**src/rtl/loadblock_banked.sv**
```systemverilog
// loadblock_banked: banked load path between the MEM stage / VLSU and four
// synchronous data-memory banks. One scalar or vector (up to 4 elements) load
// per transaction. Same-bank elements are served in rounds, lowest element
// index first. Scalar results are aligned and extended onto rsp_data0.
//
// Optional feature: define MISALIGN_TRAP_EN to reject misaligned or
// reserved-width scalar loads with rsp_err instead of accessing the banks.
//
// state  | meaning
// IDLE   | ready for a request; latches all request fields on accept
// ISSUE  | one cycle: drive bank_en/bank_row for this round's grants
// WAIT   | count bank read latency; capture granted bank data on last count
// RESP   | hold response until rsp_ready

module loadblock_banked #(
  parameter int ADDR_W = 11,
  parameter int RD_LAT = 1
) (
  input  logic              clk,
  input  logic              rst,
  input  logic              req_valid,
  output logic              req_ready,
  input  logic              req_is_vector,
  input  logic [2:0]        load_select,
  input  logic [ADDR_W+1:0] scalar_addr,
  input  logic [2:0]        elem_cnt,
  input  logic [ADDR_W-1:0] addr0,
  input  logic [ADDR_W-1:0] addr1,
  input  logic [ADDR_W-1:0] addr2,
  input  logic [ADDR_W-1:0] addr3,
  output logic [3:0]        bank_en,
  output logic [ADDR_W-3:0] bank_row0,
  output logic [ADDR_W-3:0] bank_row1,
  output logic [ADDR_W-3:0] bank_row2,
  output logic [ADDR_W-3:0] bank_row3,
  input  logic [31:0]       bank_rdata0,
  input  logic [31:0]       bank_rdata1,
  input  logic [31:0]       bank_rdata2,
  input  logic [31:0]       bank_rdata3,
  output logic              rsp_valid,
  input  logic              rsp_ready,
  output logic [31:0]       rsp_data0,
  output logic [31:0]       rsp_data1,
  output logic [31:0]       rsp_data2,
  output logic [31:0]       rsp_data3,
  output logic [3:0]        rsp_mask,
  output logic              rsp_err
);

  localparam int ROW_W = ADDR_W - 2;
  // WAIT runs RD_LAT cycles: the down-counter is loaded with RD_LAT-1 and
  // capture happens when it reads zero.
  localparam logic [1:0] LAT_LOAD = 2'(RD_LAT - 1);

  typedef enum logic [1:0] {
    S_IDLE  = 2'd0,
    S_ISSUE = 2'd1,
    S_WAIT  = 2'd2,
    S_RESP  = 2'd3
  } state_t;

  state_t state_q, state_d;

  // latched request
  logic             is_vec_q;
  logic [2:0]       sel_q;
  logic [1:0]       off_q;
  logic [ROW_W-1:0] row_q  [4];
  logic [1:0]       bank_q [4];

  // round bookkeeping
  logic [3:0]       pend_q;
  logic [3:0]       gnt_vld_q;
  logic [1:0]       gnt_idx_q [4];
  logic [1:0]       cnt_q;

  // response registers
  logic [31:0]      data_q [4];
  logic [3:0]       mask_q;

  // combinational helpers
  logic [ADDR_W-1:0] addr_in  [4];
  logic [31:0]       rdata_in [4];
  logic [3:0]        gnt_vld;
  logic [1:0]        gnt_idx [4];
  logic [ROW_W-1:0]  row_c   [4];
  logic [ROW_W-1:0]  row_o   [4];
  logic [3:0]        acc_pend;
  logic [3:0]        clr_mask;
  logic              last_cnt;

  // Scalar word index is truncated to the bank row width; the top bits of
  // the byte address do not select anything in a single bank.
  logic unused_scalar_hi;
  assign unused_scalar_hi = ^scalar_addr[ADDR_W+1:ADDR_W];

  assign addr_in[0]  = addr0;
  assign addr_in[1]  = addr1;
  assign addr_in[2]  = addr2;
  assign addr_in[3]  = addr3;
  assign rdata_in[0] = bank_rdata0;
  assign rdata_in[1] = bank_rdata1;
  assign rdata_in[2] = bank_rdata2;
  assign rdata_in[3] = bank_rdata3;

  // Little-endian byte select followed by sign/zero extension.
  function automatic logic [31:0] align_scalar(input logic [31:0] rd,
                                               input logic [1:0]  off,
                                               input logic [2:0]  sel);
    logic [31:0] w;
    w = rd >> {off, 3'b000};
    case (sel)
      3'b000:  align_scalar = {{24{w[7]}}, w[7:0]};
      3'b001:  align_scalar = {{16{w[15]}}, w[15:0]};
      3'b010:  align_scalar = w;
      3'b100:  align_scalar = {24'd0, w[7:0]};
      3'b101:  align_scalar = {16'd0, w[15:0]};
      default: align_scalar = 32'd0;
    endcase
  endfunction

`ifdef MISALIGN_TRAP_EN
  logic acc_err;
  logic err_q;

  function automatic logic trap_check(input logic [2:0] sel, input logic [1:0] off);
    case (sel)
      3'b000, 3'b100: trap_check = 1'b0;
      3'b001, 3'b101: trap_check = off[0];
      3'b010:         trap_check = (off != 2'd0);
      default:        trap_check = 1'b1;
    endcase
  endfunction

  assign acc_err = !req_is_vector && trap_check(load_select, scalar_addr[1:0]);
  assign rsp_err = err_q;
`else
  assign rsp_err = 1'b0;
`endif

  // Initial pending mask of an incoming request.
  always_comb begin
    acc_pend = 4'b0001;
    if (req_is_vector) begin
      for (int e = 0; e < 4; e++) begin
        acc_pend[e] = (elem_cnt > 3'(e));
      end
    end
`ifdef MISALIGN_TRAP_EN
    else if (acc_err) begin
      acc_pend = 4'b0000;
    end
`endif
  end

  // Per-bank grant: lowest-index pending element that maps to the bank.
  always_comb begin
    gnt_vld = 4'b0000;
    for (int b = 0; b < 4; b++) begin
      gnt_idx[b] = 2'd0;
      for (int e = 3; e >= 0; e--) begin
        if (pend_q[e] && (bank_q[e] == 2'(b))) begin
          gnt_vld[b] = 1'b1;
          gnt_idx[b] = 2'(e);
        end
      end
      row_c[b] = row_q[gnt_idx[b]];
    end
  end

  // Elements completed by the round whose data is being captured.
  always_comb begin
    clr_mask = 4'b0000;
    for (int b = 0; b < 4; b++) begin
      if (gnt_vld_q[b]) begin
        clr_mask[gnt_idx_q[b]] = 1'b1;
      end
    end
  end

  assign last_cnt = (cnt_q == 2'd0);

  // State register.
  always_ff @(posedge clk or posedge rst) begin
    if (rst) begin
      state_q <= S_IDLE;
    end else begin
      state_q <= state_d;
    end
  end

  // Next-state and control outputs.
  always_comb begin
    state_d   = state_q;
    bank_en   = 4'b0000;
    req_ready = 1'b0;
    rsp_valid = 1'b0;
    for (int b = 0; b < 4; b++) begin
      row_o[b] = '0;
    end
    case (state_q)
      S_IDLE: begin
        req_ready = 1'b1;
        if (req_valid) begin
          state_d = (acc_pend == 4'b0000) ? S_RESP : S_ISSUE;
        end
      end
      S_ISSUE: begin
        bank_en = gnt_vld;
        for (int b = 0; b < 4; b++) begin
          if (gnt_vld[b]) begin
            row_o[b] = row_c[b];
          end
        end
        state_d = S_WAIT;
      end
      S_WAIT: begin
        if (last_cnt) begin
          state_d = ((pend_q & ~clr_mask) != 4'b0000) ? S_ISSUE : S_RESP;
        end
      end
      S_RESP: begin
        rsp_valid = 1'b1;
        if (rsp_ready) begin
          state_d = S_IDLE;
        end
      end
      default: state_d = S_IDLE;
    endcase
  end

  assign bank_row0 = row_o[0];
  assign bank_row1 = row_o[1];
  assign bank_row2 = row_o[2];
  assign bank_row3 = row_o[3];

  assign rsp_data0 = data_q[0];
  assign rsp_data1 = data_q[1];
  assign rsp_data2 = data_q[2];
  assign rsp_data3 = data_q[3];
  assign rsp_mask  = mask_q;

  // Request latch, round bookkeeping and response capture.
  always_ff @(posedge clk or posedge rst) begin
    if (rst) begin
      is_vec_q  <= 1'b0;
      sel_q     <= 3'd0;
      off_q     <= 2'd0;
      pend_q    <= 4'b0000;
      gnt_vld_q <= 4'b0000;
      cnt_q     <= 2'd0;
      mask_q    <= 4'b0000;
`ifdef MISALIGN_TRAP_EN
      err_q     <= 1'b0;
`endif
      for (int e = 0; e < 4; e++) begin
        row_q[e]     <= '0;
        bank_q[e]    <= 2'd0;
        gnt_idx_q[e] <= 2'd0;
        data_q[e]    <= 32'd0;
      end
    end else begin
      case (state_q)
        S_IDLE: begin
          if (req_valid) begin
            is_vec_q <= req_is_vector;
            sel_q    <= load_select;
            off_q    <= scalar_addr[1:0];
            pend_q   <= acc_pend;
            mask_q   <= 4'b0000;
`ifdef MISALIGN_TRAP_EN
            err_q    <= acc_err;
`endif
            for (int e = 0; e < 4; e++) begin
              row_q[e]  <= addr_in[e][ADDR_W-1:2];
              bank_q[e] <= addr_in[e][1:0];
              data_q[e] <= 32'd0;
            end
            // a scalar is always element 0 on bank 0, row = word index
            if (!req_is_vector) begin
              row_q[0]  <= scalar_addr[ROW_W+1:2];
              bank_q[0] <= 2'd0;
            end
          end
        end
        S_ISSUE: begin
          gnt_vld_q <= gnt_vld;
          gnt_idx_q <= gnt_idx;
          cnt_q     <= LAT_LOAD;
        end
        S_WAIT: begin
          if (last_cnt) begin
            for (int b = 0; b < 4; b++) begin
              if (gnt_vld_q[b]) begin
                data_q[gnt_idx_q[b]] <= is_vec_q ? rdata_in[b]
                                                 : align_scalar(rdata_in[b], off_q, sel_q);
                mask_q[gnt_idx_q[b]] <= 1'b1;
              end
            end
            pend_q <= pend_q & ~clr_mask;
          end else begin
            cnt_q <= cnt_q - 2'd1;
          end
        end
        default: ;
      endcase
    end
  end

endmodule

```
**config.mk**
```make
export PLATFORM = sky130hd
export DESIGN_NAME = loadblock_banked
export DESIGN_NICKNAME = d
export VERILOG_FILES = /design/src/rtl/loadblock_banked.sv
export SDC_FILE = /design/constraint.sdc
export NUM_CORES = 1
export LEC_CHECK = 0
export BUFFER_PORTS_ARGS = -buffer_cell sky130_fd_sc_hd__buf_2
export CAP_MARGIN = 20
export CELL_PAD_IN_SITES_DETAIL_PLACEMENT = 1
export CELL_PAD_IN_SITES_GLOBAL_PLACEMENT = 2
export CORE_MARGIN = 2
export CORE_UTILIZATION = 33
export DETAILED_ROUTE_END_ITERATION = 6
export PLACE_DENSITY_LB_ADDON = 0.1
export SLEW_MARGIN = 20
export SYNTH_ARGS = -nofsm -noshare
export SYNTH_HDL_FRONTEND = slang
export SYNTH_SLANG_ARGS = --single-unit
```
**constraint.sdc**
```tcl
create_clock -name clk -period 9.2 [get_ports clk]
set_input_delay 1.84 -clock clk [delete_from_list [all_inputs] [get_ports clk]]
set_output_delay 1.84 -clock clk [all_outputs]
set_load 0.01 [all_outputs]
```
==> results of run 1 <==
-- sequential cells by signal, indices dropped and copies added (netlist names) --
register	cells
bank_q	8
cnt_q	2
gnt_idx_q	8
gnt_vld_q	4
is_vec_q	1
off_q	2
pend_q	4
row_q	36
rsp_data0	32
rsp_data1	32
rsp_data2	32
rsp_data3	32
rsp_mask	4
sel_q	3
state_q	2
-- routing by layer --
metal	vias to the layer above	share of wire [%]	wire length [um]	global-route usage, %
met5	-	0.045	50	0
met4	8	7.6	8450	25.7
met3	384	10	11300	9.91
met2	1391	43	48200	57.3
met1	11155	39	43700	48.6
li1	9267	-	-	-
-- power by group --
| part | internal, mW | switching (mW) | leakage [nW] |
|---|---|---|---|
| combinational | 1.59 | 3.48 | 5.72 |
| clock | 0.716 | 0.471 | 0.484 |
| sequential | 1.15 | 0.375 | 2.68 |
| total | 3.46 | 4.33 | 8.89 |
-- synth_stat cells, drive strengths merged, types with 28 or more instances --
master  count  share of area [%]
o21a       31                1.3
clkbuf    147                3.0
a221oi    189                9.4
dfrtp     202                 28
o211ai     43                1.8
nor2      111                2.4
mux2i      79                4.4
nand3      72                2.0
nand2     411                8.6
buf        81                2.7
a31oi      28               0.97
o21ai     150                4.2
a211oi     44                1.9
a22oi      72                3.1
mux4       40                5.1
a21oi     236                6.7
and2       51                1.8
-- how the worst min path moves through the flow --
stage                        to  cells past startpoint  slack [ps]   startpoint
finish              rsp_mask[0]                      2         500  rsp_mask[0]
global route        rsp_mask[0]                      2         520  rsp_mask[0]
CTS                 rsp_mask[0]                      2         510  rsp_mask[0]
detailed placement  rsp_mask[0]                      2         490  rsp_mask[0]
global placement    rsp_mask[0]                      2         480  rsp_mask[0]
floorplan              cnt_q[1]                      2         470     cnt_q[1]
-- final cells by class --
type	count	share of cell area, %
Clock buffer	40	3.96
Tap cell	696	4.08
Antenna cell	1	0.0117
Clock inverter	9	0.627
Multi-Input combinational cell	1829	56.8
Timing Repair Buffer	421	10.5
Sequential cell	202	23.7
Inverter	13	0.264
-- worst max-delay path: cells and delay by family, from the launching register on --
family | cells | cell delay, ps
AND/OR/NAND/NOR | 4 | 1310
flip-flops | 1 | 430
buffers and inverters | 2 | 240
multiplexers | 1 | 590
-- stage by stage --
stage          setup slack (ps)  instances  area [um2]  hold WS (ps)  util [%]
3_5_place_dp               4500       3158       20300           487      37.6
5_1_grt                    3950       3210       21300           520      39.5
3_3_place_gp               4500       3157       20300           483      37.6
2_1_floorplan              1850       2272       18100           468         -
4_1_cts                    4120       3207       21300           505      39.4
6_report                   4180       3211       21300           500      39.5
-- cell families (layout without fill, tap and decap cells) --
group / Yosys count / in the layout / share of synthesized area, %
compound gates: 954 / 954 / 37.2
simple gates: 745 / 745 / 18.8
buf+inv: 241 / 483 / 6.00
flops: 202 / 202 / 27.9
mux: 128 / 128 / 10.0
fa+ha+maj: 1 / 1 / 0.0690
other cells: 1 / 2 / 0.0207
==> impl_metrics.env, run 1 <==
export IMPL_drc=0
export IMPL_synth_seq_cells=202
export IMPL_fin_setup_tns_ps=0
export IMPL_die_w_um=238
export IMPL_viasPerCell=6.92
export IMPL_hold_buffers=0
export IMPL_seq_area_um2=5060
export IMPL_clk_pin_slew_ps=60
export IMPL_clock_sinks=202
export IMPL_endpoint_kind="primary output"
export IMPL_io_buffers=367
export IMPL_wl_per_cell_um=34.8
export IMPL_finalHoldViolCount=0
export IMPL_multi_input_area_um2=12100
export IMPL_fillCellCount=6544
export IMPL_yosysWarnings=0
export IMPL_slew_headroom_pct=19.0
export IMPL_outcome="finished, final reports clean"
export IMPL_r2r_end="rsp_data3[12]"
export IMPL_setup_worst_path_start="pend_q[1]"
export IMPL_layout_min_cycle_time_ps=5020
export IMPL_rr_startpoint="off_q[1]"
export IMPL_layout_common_cells="nand2_1, buf_2, a21oi_1"
export IMPL_required_ps=7360
export IMPL_grt_setup_unrepaired="false"
export IMPL_finalSetupViolCount=0
export IMPL_root_buffer="clkbuf_16"
export IMPL_r2r_slack_ps=5170
export IMPL_worst_setup_path_start_kind="register"
export IMPL_period_share_pct=54.6
export IMPL_total_power_mw=7.79
export IMPL_worst_setup_path_endpoint="bank_row0[8]"
export IMPL_drt_iter0_drc=2302
export IMPL_gp_congestion=1.01
export IMPL_drt_first_pass_iters=5
export IMPL_final_common_cell="nand2_1"
export IMPL_antenna_left=0
export IMPL_fmax_ghz=0.199
export IMPL_grt_max_degree=80
export IMPL_max_cap_violations=0
export IMPL_slowest_delay_ps=640
export IMPL_die_h_um=238
export IMPL_final_nets=2692
export IMPL_crit_fanout=9
export IMPL_gr_total_overflow=0
export IMPL_skew_ps=22.1
export IMPL_grt_pass1_vias=22343
export IMPL_core_um2=54000
export IMPL_htreeDepth=1
export IMPL_vias=22205
export IMPL_hpwl_um=78800
export IMPL_synth_cells=2272
export IMPL_cp_slowest_cell="nor2_2"
export IMPL_cp_arrival_ps=3180
export IMPL_syn_area_um2=18100
export IMPL_dieArea_um2=56800
export IMPL_crit_chain="inv_1 > nor3_1 > nor2_1 > nor2_2 > mux4_2 > and2_1 > buf_2"
export IMPL_ios=371
export IMPL_clkLatencyLatePin_ps=610
export IMPL_drive_above_1_share_pct=23.7
export IMPL_ys_types=83
export IMPL_slew_violations=0
export IMPL_gr_usage_all_layers_pct=38.3
export IMPL_routed_wl_um=112000
export IMPL_peakVddDrop_v=0.000242
export IMPL_cts_tree="built"
export IMPL_start_util_pct=33.5
export IMPL_grt_pass1_wl_um=159000
export IMPL_cts_buffer_depth=3
export IMPL_synth_top_flop_cell="dfrtp_1"
export IMPL_p_per_area_nw_per_um2=365
export IMPL_cts_resized_gates=0
export IMPL_synthArstFlopShare_pct=100
export IMPL_antenna_found_initial=7
export IMPL_row_count=85
export IMPL_r2r_cells=8
export IMPL_worstSetupPathType="reg -> out"
export IMPL_numCtsBuffers=28
export IMPL_syn_to_final_growth_pct=17.7
export IMPL_synth_edf_count=0
export IMPL_cts_setup_buffers=0
export IMPL_seq_area_frac_synth_pct=27.9
export IMPL_syn_area_per_cell_um2=7.98
export IMPL_syn_nets=2469
export IMPL_worstHoldPathType="reg -> reg"
export IMPL_worstMarginPinSlew_ps=1210
export IMPL_p_leak_nw=8.89
Note: power is estimated with default switching activity, not from simulation.
==> inputs of run 2 (changes only) <==
--- a/config.mk
+++ b/config.mk
@@ -5,12 +5,13 @@
 export SDC_FILE = /design/constraint.sdc
 export NUM_CORES = 1
 export LEC_CHECK = 0
+export ABC_AREA = 1
 export BUFFER_PORTS_ARGS = -buffer_cell sky130_fd_sc_hd__buf_2
 export CAP_MARGIN = 20
 export CELL_PAD_IN_SITES_DETAIL_PLACEMENT = 1
 export CELL_PAD_IN_SITES_GLOBAL_PLACEMENT = 2
 export CORE_MARGIN = 2
-export CORE_UTILIZATION = 33
+export CORE_UTILIZATION = 29
 export DETAILED_ROUTE_END_ITERATION = 6
 export PLACE_DENSITY_LB_ADDON = 0.1
 export SLEW_MARGIN = 20
==> constraint.sdc (replaced) <==
create_clock -name clk -period 5.1 [get_ports clk]
set_input_delay 1.02 -clock clk [delete_from_list [all_inputs] [get_ports clk]]
set_output_delay 1.02 -clock clk [all_outputs]
set_load 0.01 [all_outputs]
==> impl_metrics.env, run 2 <==
export IMPL_layout_min_cycle_time_ps=4160
export IMPL_final_common_cell="nand2_1"
export IMPL_routed_wl_um=134000
export IMPL_top_layer="met4"
export IMPL_wl_met1_um=56900
export IMPL_antenna_left=0
export IMPL_syn_to_final_growth_pct=17.4
export IMPL_required_ps=4080
export IMPL_synth_top_area_cell="nand2_1"
export IMPL_gp_congestion=0.967
export IMPL_grt_pass1_vias=26743
export IMPL_fin_setup_tns_ps=0
export IMPL_cp_arrival_ps=3140
export IMPL_yosysTopAreaCellShare_pct=28.3
export IMPL_syn_nets=3777
export IMPL_syn_area_per_cell_um2=5.51
export IMPL_drt_first_pass_iters=5
export IMPL_max_cap_violations=0
export IMPL_hold_start="rsp_mask[0]"
export IMPL_worstSetupPathType="reg -> out"
export IMPL_route_met3_wl_um=11000
export IMPL_start_util_pct=29.3
export IMPL_drive_above_1_share_pct=14.2
export IMPL_row_count=95
export IMPL_grt_max_degree=110
export IMPL_cts_setup_buffers=0
export IMPL_period_share_pct=81.6
export IMPL_p_per_area_nw_per_um2=727
export IMPL_cp_slowest_cell="dfrtp_1"
export IMPL_drt_iter0_drc=2465
export IMPL_skew_ps=11.6
export IMPL_fmax_ghz=0.240
export IMPL_synth_edf_count=0
export IMPL_finalSetupViolCount=0
export IMPL_wl_met2_um=59200
export IMPL_antenna_found_initial=5
export IMPL_cpMostUsedCell="inv_1"
export IMPL_clock_sinks=202
export IMPL_slew_violations=0
export IMPL_grt_setup_unrepaired="false"
export IMPL_fin_area_um2=23200
export IMPL_gr_usage_all_layers_pct=37.2
export IMPL_drc=0
export IMPL_numCtsBuffers=29
export IMPL_clk_pin_slew_ps=60
export IMPL_worst_setup_path_start_kind="register"
export IMPL_syn_area_um2=19700
export IMPL_die_h_um=265
export IMPL_core_um2=67300
export IMPL_vias=26809
export IMPL_gr_total_overflow=0
export IMPL_layout_common_cells="nand2_1, nand3_1, buf_2"
export IMPL_cts_tree="built"
export IMPL_htreeDepth=1
export IMPL_min_path_cells=2
export IMPL_p_leak_nw=13.0
export IMPL_cts_resized_gates=0
export IMPL_worstMarginPinSlew_ps=1320
export IMPL_placed_cell_area_um2=22200
export IMPL_synthArstFlopShare_pct=100
export IMPL_crit_chain="inv_1 > nor3_1 > inv_1 > nand2_1 > inv_1 > nor2_1 > buf_4 > clkinv_1 > nor2_1 > o21ai_0 > a21oi_1 > buf_2"
export IMPL_viasPerCell=5.70
export IMPL_rr_startpoint="off_q[0]"
export IMPL_seq_area_frac_synth_pct=25.6
export IMPL_grt_pass1_wl_um=191000
export IMPL_hold_path_endpoint="rsp_mask[0]"
export IMPL_yosys_top_cells_count="nand2_1, nand3_1, inv_1"
export IMPL_final_nets=4001
export IMPL_r2r_slack_ps=1390
export IMPL_post_synth_top_count_cell="nand2_1"
export IMPL_r2r_cells=10
export IMPL_hpwl_um=95400
export IMPL_dieArea_um2=70200
export IMPL_finalHoldViolCount=0
export IMPL_crit_fanout=11
export IMPL_cts_buffer_depth=3
export IMPL_slew_headroom_pct=12.3
export IMPL_synth_area_top_cells="nand2_1, dfrtp_1, nand3_1, o21ai_0, inv_1"
export IMPL_synth_cells=3580
export IMPL_total_power_mw=16.9
export IMPL_ios=371
export IMPL_synth_top_flop_cell="dfrtp_1"
export IMPL_yosysWarnings=0
export IMPL_largest_reg_flops=36
export IMPL_root_buffer="clkbuf_16"
export IMPL_outcome="finished, final reports clean"
export IMPL_slowest_delay_ps=410
export IMPL_hold_buffers=0
export IMPL_io_buffers=367
export IMPL_worstHoldPathType="reg -> reg"
export IMPL_die_w_um=265
export IMPL_ys_types=34
export IMPL_peakVddDrop_v=0.000366
export IMPL_wl_per_cell_um=28.5
export IMPL_synth_seq_cells=202
export IMPL_setup_worst_path_start="pend_q[2]"
export IMPL_r2r_end="rsp_data1[4]"
export IMPL_endpoint_kind="primary output"
export IMPL_top_register="row_q"
export IMPL_clkLatencyLatePin_ps=600
## run 2: cell count changes after synthesis, moves of 60 or more
| cell | before | now |
|---|---|---|
| nand2_1 | 404 | 1489 |
| nand3_1 | 72 | 471 |
| inv_1 | 12 | 296 |
| a221oi_1 | 180 | 0 |
| o21ai_0 | 140 | 292 |
| a21oi_1 | 231 | 129 |
| nor2_1 | 103 | 198 |
| mux2i_1 | 79 | 0 |
| a22oi_1 | 70 | 10 |
## run 2: area by class of cell
type | count | area (um2)
tap | 873 | 1090
clock buffer | 38 | 810
sequential | 202 | 5060
clock inverter | 13 | 143
multi-input combinational | 2823 | 12500
antenna | 5 | 12.5
fill | 9152 | 44100
inverter | 317 | 1200
timing repair buffer | 431 | 2340
## run 2: layer usage
layer	vias to the layer above	track usage, %
li1	11953	-
met1	13364	49.5
met2	1185	58.5
met3	307	7.08
met4	0	16.8
met5	-	0
## run 2: logic make-up (layout without fill, tap and decap cells)
logic type / count (synthesis) / count (layout) / synth area share [%]
fa+ha+maj: 1 / 1 / 0.0634
other cells: 1 / 6 / 0.0190
simple gates: 2260 / 2260 / 47.7
compound gates: 561 / 561 / 15.2
flops: 202 / 202 / 25.6
buf+inv: 555 / 799 / 11.4
## run 2: per-stage QoR
step / instances / setup WS (ps) / utilization [%] / hold WS, ps
2_1_floorplan: 3580 / 1460 / - / 460
3_3_place_gp: 4645 / 1640 / 33.0 / 478
3_5_place_dp: 4645 / 1580 / 33.0 / 487
4_1_cts: 4696 / 892 / 34.4 / 503
5_1_grt: 4697 / 775 / 34.4 / 532
6_report: 4702 / 940 / 34.5 / 499
## run 2: how the worst max path moves through the flow
stage	endpoint	slack (ps)	cells past startpoint
3_3_place_gp	bank_row1[7]	1640	12
4_1_cts	bank_row1[7]	890	12
6_report	bank_row1[7]	940	12
3_5_place_dp	bank_row1[7]	1580	12
5_1_grt	bank_row3[1]	770	12
2_1_floorplan	bank_q[0]	1460	1
## run 2: worst max-delay path, delay by kind of cell (launching register included)
kind / cells / cell delay [ps]
and+or+nand+nor: 4 / 630
AOI/OAI and AO/OA: 2 / 460
DFF: 1 / 410
buffers and inverters: 6 / 1040
## run 2: where the power goes
group          internal (mW)  total [mW]  switching (mW)
Combinational           3.09        11.7            8.62
Clock                   1.25        2.14           0.887
Sequential              2.21        3.01           0.800
